$ cat src/rtl/iq_alloc_ctrl.sv
// Issue-queue slot allocator: circular free-slot search from a one-hot base
// pointer, multi-lane enqueue, multi-hot dequeue, masked flush with a
// one-cycle pointer realignment afterwards.
module iq_alloc_ctrl #(
  parameter int unsigned DEPTH     = 8,
  parameter int unsigned ENQ_WIDTH = 2,
  parameter int unsigned MODE      = 0
) (
  input  logic                         clock,
  input  logic                         reset_n,
  input  logic                         flush,
  input  logic [DEPTH-1:0]             flush_mask,
  input  logic [ENQ_WIDTH-1:0]         enq_req,
  output logic [ENQ_WIDTH-1:0]         enq_ready,
  output logic [ENQ_WIDTH-1:0]         enq_fire,
  output logic [ENQ_WIDTH*DEPTH-1:0]   enq_slot_oh,
  input  logic [DEPTH-1:0]             deq_oh,
  output logic [DEPTH-1:0]             valid_vec,
  output logic [DEPTH-1:0]             enq_ptr_oh,
  output logic [$clog2(DEPTH+1)-1:0]   free_cnt,
  output logic                         full,
  output logic                         empty
);

  localparam int unsigned CW = $clog2(DEPTH + 1);
  localparam int unsigned PW = $clog2(DEPTH);

  logic [DEPTH-1:0] valid_q, valid_d;
  logic [DEPTH-1:0] ptr_q, ptr_d;
  logic [CW-1:0]    cnt_q, cnt_d;
  logic             flush_q;

  logic [PW-1:0]                     base_idx;
  logic [DEPTH-1:0]                  free_rot;
  logic [ENQ_WIDTH-1:0][DEPTH-1:0]   rot_cand;
  logic [ENQ_WIDTH-1:0][DEPTH-1:0]   lane_slot;
  logic [DEPTH-1:0]                  enq_set;
  logic [DEPTH-1:0]                  last_slot;
  logic [DEPTH-1:0]                  realign;
  logic [CW-1:0]                     fire_cnt;

  function automatic logic [CW-1:0] popcnt(input logic [DEPTH-1:0] v);
    logic [CW-1:0] c;
    c = '0;
    for (int i = 0; i < DEPTH; i++) c = c + CW'(v[i]);
    return c;
  endfunction

  // Encode the base pointer and rotate the free map so bit 0 is the base slot.
  always_comb begin
    base_idx = '0;
    for (int i = 0; i < DEPTH; i++) begin
      if (ptr_q[i]) base_idx = PW'(i);
    end
    free_rot = DEPTH'({~valid_q, ~valid_q} >> base_idx);
  end

  // Hand the i-th free slot (in rotated order) to lane i, then rotate back.
  always_comb begin
    int found;
    found    = 0;
    rot_cand = '0;
    for (int k = 0; k < DEPTH; k++) begin
      if (free_rot[k]) begin
        for (int l = 0; l < ENQ_WIDTH; l++) begin
          if (found == l) rot_cand[l][k] = 1'b1;
        end
        found = found + 1;
      end
    end
    for (int l = 0; l < ENQ_WIDTH; l++) begin
      lane_slot[l] = DEPTH'(({rot_cand[l], rot_cand[l]} << base_idx) >> DEPTH);
    end
  end

  // Per-lane ready/fire and slot outputs; not-ready lanes drive zero.
  always_comb begin
    enq_set   = '0;
    last_slot = '0;
    fire_cnt  = '0;
    for (int l = 0; l < ENQ_WIDTH; l++) begin
      enq_ready[l] = (cnt_q > CW'(l)) & ~flush & ~flush_q;
      enq_fire[l]  = enq_req[l] & enq_ready[l];
      enq_slot_oh[l*DEPTH +: DEPTH] = enq_ready[l] ? lane_slot[l] : '0;
      if (enq_fire[l]) begin
        enq_set   = enq_set | lane_slot[l];
        last_slot = lane_slot[l];
        fire_cnt  = fire_cnt + CW'(1);
      end
    end
  end

  // Next occupancy and free count; flush only kills slots while flush is high.
  always_comb begin
    valid_d = (valid_q | enq_set) & ~deq_oh & ~(flush ? flush_mask : '0);
    cnt_d   = cnt_q + popcnt(deq_oh & valid_q)
            + (flush ? popcnt(flush_mask & valid_q & ~deq_oh) : CW'(0))
            - fire_cnt;
  end

  // Next pointer: advance past last fired slot, empty realign, post-flush reload.
  always_comb begin
    realign    = '0;
    realign[0] = 1'b1;
    for (int i = 0; i < DEPTH; i++) begin
      if (valid_d[i]) begin
        realign = '0;
        realign[(i + 1) % DEPTH] = 1'b1;
      end
    end
    if (|enq_fire) ptr_d = {last_slot[DEPTH-2:0], last_slot[DEPTH-1]};
    else           ptr_d = ptr_q;
    if (MODE == 0 && valid_d == '0) begin
      ptr_d    = '0;
      ptr_d[0] = 1'b1;
    end
    if (flush_q) ptr_d = realign;
  end

  // State registers.
  always_ff @(posedge clock or negedge reset_n) begin
    if (!reset_n) begin
      valid_q <= '0;
      ptr_q   <= DEPTH'(1);
      cnt_q   <= CW'(DEPTH);
      flush_q <= 1'b0;
    end else begin
      valid_q <= valid_d;
      ptr_q   <= ptr_d;
      cnt_q   <= cnt_d;
      flush_q <= flush;
    end
  end

  assign valid_vec  = valid_q;
  assign enq_ptr_oh = ptr_q;
  assign free_cnt   = cnt_q;
  assign full       = (cnt_q == '0);
  assign empty      = (cnt_q == CW'(DEPTH));

`ifndef SYNTHESIS
  logic lane_overlap;

  // Any two lanes claiming the same slot is an allocator bug.
  always_comb begin
    lane_overlap = 1'b0;
    for (int a = 0; a < ENQ_WIDTH; a++) begin
      for (int b = a + 1; b < ENQ_WIDTH; b++) begin
        if ((enq_slot_oh[a*DEPTH +: DEPTH] & enq_slot_oh[b*DEPTH +: DEPTH]) != '0)
          lane_overlap = 1'b1;
      end
    end
  end

  a_cnt_consistent: assert property (@(posedge clock) disable iff (!reset_n)
    cnt_q == CW'(DEPTH - $countones(valid_q)));
  a_deq_valid: assert property (@(posedge clock) disable iff (!reset_n)
    (deq_oh & ~valid_q) == '0);
  a_req_contig: assert property (@(posedge clock) disable iff (!reset_n)
    (ENQ_WIDTH'(enq_req + 1'b1) & enq_req) == '0);
  a_no_overlap: assert property (@(posedge clock) disable iff (!reset_n)
    !lane_overlap);
`endif

endmodule

$ cat config.mk
export PLATFORM = sky130hd
export DESIGN_NAME = iq_alloc_ctrl
export DESIGN_NICKNAME = d
export VERILOG_FILES = /design/src/rtl/iq_alloc_ctrl.sv
export SDC_FILE = /design/constraint.sdc
export NUM_CORES = 1
export LEC_CHECK = 0
export ABC_AREA = 1
export CAP_MARGIN = 20
export CORE_MARGIN = 2
export CORE_UTILIZATION = 55
export CTS_CLUSTER_SIZE = 10
export DETAILED_ROUTE_END_ITERATION = 7
export GPL_TIMING_DRIVEN = 0
export HOLD_SLACK_MARGIN = 0.08
export PLACE_DENSITY = 0.81
export SLEW_MARGIN = 40
export SYNTH_ARGS = -nofsm -noshare
export SYNTH_HDL_FRONTEND = slang
export SYNTH_SLANG_ARGS = --single-unit
$ cat constraint.sdc
create_clock -name clock -period 9.3 [get_ports clock]
set_clock_uncertainty 0.1 [all_clocks]
set_input_delay 2.79 -clock clock [delete_from_list [all_inputs] [get_ports clock]]
set_output_delay 2.79 -clock clock [all_outputs]
set_load 0.02 [all_outputs]
==> flow_summary.toml <==
[place]
dpl.hpwl_um = 9680
port_buffers = 61
place.gp.congestion = 1.011
place_ws_ns = 0.05793
placedCellCount = 760

[timing]
min_period_ns = 8.837
drv_slew = 0
fin_tns_setup_ns = 0
hold_viol = 0
rsz0062_at_grt = "false"
relSlewSlack_pct = 55.40
worst_pin_slew_ns = 0.6653
fmax_mhz = 113.2
setup_ws_ns = 0.4628
fin_crit_sh_pct = 95.02
finalSetupViolations = 0

[cts]
cts-htree-levels = 1
cts.clk_slew.worst_paths_ns = 0.08
cts-root-buf = "clkbuf_8"
cts-buffers-inserted = 3
cts.sinks = 21
cts_tree = "built"
ctsHoldBuffers = 0
insertion_delay_ns = 0.26
cts_buffer_depth = 2

[global_routing]
grt_pass1_wl_um = 18860
grt_max_degree = 22
grt_pass1_vias = 4116
grt_overflow_total = 0
grtUsageTotal_pct = 31.26
grt_antenna_before_repair = 0

[worst_setup_path]
worst_setup_path_end_kind = "output pin"
worst-r2r-setup-slack_ns = 2.84
crit_slowest_cell = "dfrtp_1"
crit_type = "reg2out"
timing.rr.end = "enq_ptr_oh[5]$_DFFE_PN0P_"
critPathMaxFanout = 10
cp-start-kind = "register"
rr_worst_depth = 46
required_ns = 6.41
slowest_delay_ns = 0.39
critPathArrivalTime_ns = 5.95
crit_family = "simple AND/OR/NAND/NOR gates"
crit_path_frequent_cell = "nand2_1"
r2r-start = "enq_ptr_oh[5]$_DFFE_PN0P_"
crit_buf_inv = 10

[cells_and_area]
multi_input_area_mm2 = 0.002833
fin_cells = 766
nets = 750
fillCellCount = 638
layout-drive-gt1-share_pct = 13.85
syn_to_final_growth_pct = 20.80
diodes = 0
utilization_pct = 68.52
area.sequential_um2 = 528.0

[drt]
wl_per_cell_um = 15.07
via_per_inst = 5.586
dr.pass1.iters = 5
drt_iter0_markers = 259
drcViolationCount = 0
drtAntennaViolNets = 0
via_count = 4279
wl_um = 11540

[logic_synthesis]
syn_nets = 682
synthAdderAreaFrac_pct = 15.87
synthTopCellsByArea = "nand3_1 18%, nand2_1 15%, dfrtp_1 12%"
synthMuxAreaShare_pct = 0.5224
syn_inst = 619
synth.cell_area_mm2 = 0.003832
yosysWarnings = 0
synth-xor-area-share_pct = 1.828
synth_compound_area_share_pct = 7.411
yosysSeqAreaShare_pct = 13.78
yosysTopAreaCellShare_pct = 17.76
synth_top_family_by_area = "simple AND/OR/NAND/NOR gates"
synth_top_area_cell = "nand3_1"
synthSimpleGateAreaFrac_pct = 47.96
syn_avg_cell_area_um2 = 6.191
ys_seq_elements = 21
ys_types = 39

[die]
row_count = 30
die_h_um = 87.48
io_pins = 63
die-area_mm2 = 0.007652
core_mm2 = 0.006756
fp.dieW_um = 87.48
start_util_pct = 56.72

[worst_hold_path]
hold_depth = 2
hold_end = "enq_ptr_oh[0]$_DFFE_PN1P_"
hold_path.startpoint = "enq_ptr_oh[0]$_DFFE_PN1P_"
hp-class = "reg2reg"

[outcome]
outcome = "completed"

[job]
maxCapViolCount = 0
## registers in the layout (all words and copies together), names as in the netlist
signal / cells
free_cnt: 4
enq_ptr_oh: 8
valid_vec: 8
flush_q: 1
## tightest hold or removal path: cells and delay by family (launching register included)
family           cells  cell delay [ns]
DFF                  1             0.37
and+or+nand+nor      2             0.12
## through the flow
stage	hold slack (ns)	area [um^2]
3_3_place_gp	0.3773	4543
3_5_place_dp	0.3792	4543
2_1_floorplan	0.4156	3832
6_report	0.3885	4629
5_1_grt	0.4052	4629
4_1_cts	0.3944	4603
## synth_stat cells, drive strengths merged
library cell,number
clkbuf,2
fa,11
nand4,1
mux2i,2
nand3,150
buf,14
nor4,1
o211ai,1
nand2,180
ha,31
nor2,34
inv,101
clkinv,1
o21ai,28
and2,1
dfstp,2
xnor2,5
a21oi,18
nor3,3
a31oi,3
xor2,3
o221ai,1
dfrtp,19
o21a,1
or2,6
## cell usage in the layout (no fill, tap or decap), types with 2 or more instances in the layout
cell / count
dfstp_2: 2
nor3_4: 2
buf_4: 2
nand3_2: 13
or2_2: 3
nor2_2: 5
nand2_4: 4
clkbuf_8: 3
fa_1: 11
o21ai_0: 19
nand2_1: 154
nor2_1: 27
a31oi_1: 3
xnor2_1: 5
nor2_4: 2
buf_6: 4
buf_2: 10
inv_2: 12
ha_1: 31
mux2i_1: 2
a21oi_2: 2
nand3_1: 136
dlymetal6s2s_1: 13
clkdlybuf4s50_1: 44
o21ai_1: 6
a21oi_1: 16
xor2_1: 3
clkbuf_2: 3
inv_1: 89
or2_1: 3
nand2_2: 22
clkbuf_1: 2
o21ai_2: 3
dfrtp_1: 19
## timing repair
action	in CTS	in global routing
cloned	0	0
gates resized for setup	3	21
pin swaps	2	1
setup endpoints to repair	16	16
setup buffers	2	0
## per-layer routing
layer / up-vias / wire, um / GRT usage, %
met3: 36 / 632 / 1.327
met4: 0 / 354 / 11.05
met5: - / 0 / 0
met2: 169 / 5589 / 53.72
met1: 1945 / 4963 / 41.74
li1: 2129 / - / -
## area by class of cell
type	instances	area share, %
Clock buffer	3	0.8919
Tap cell	80	2.162
Clock inverter	1	0.1081
Timing Repair Buffer	63	13.78
Sequential cell	21	11.41
Buffer	16	2.189
Inverter	102	8.270
Multi-Input combinational cell	480	61.19
## how the worst max path moves through the flow
| stage | start | endpoint | cells past startpoint |
|---|---|---|---|
| floorplan | enq_ptr_oh[5]$_DFFE_PN0P_ | enq_slot_oh[12] | 36 |
| global placement | enq_ptr_oh[7]$_DFFE_PN0P_ | enq_slot_oh[7] | 35 |
| finish | enq_ptr_oh[5]$_DFFE_PN0P_ | enq_slot_oh[12] | 37 |
| detailed placement | enq_ptr_oh[7]$_DFFE_PN0P_ | enq_slot_oh[12] | 34 |
| global route | enq_ptr_oh[5]$_DFFE_PN0P_ | enq_slot_oh[4] | 39 |
| CTS | enq_ptr_oh[5]$_DFFE_PN0P_ | enq_slot_oh[12] | 37 |
## cell families (layout without fill, tap and decap cells)
group,after synthesis,after routing
compound gates,52,52
xor+xnor,8,8
fa+ha+maj,42,42
buf+inv,118,185
flops,21,21
mux,2,2
simple gates,376,376
Power is not shown: default switching activity piles up to over one toggle a cycle in this logic, so the estimate is an artifact.
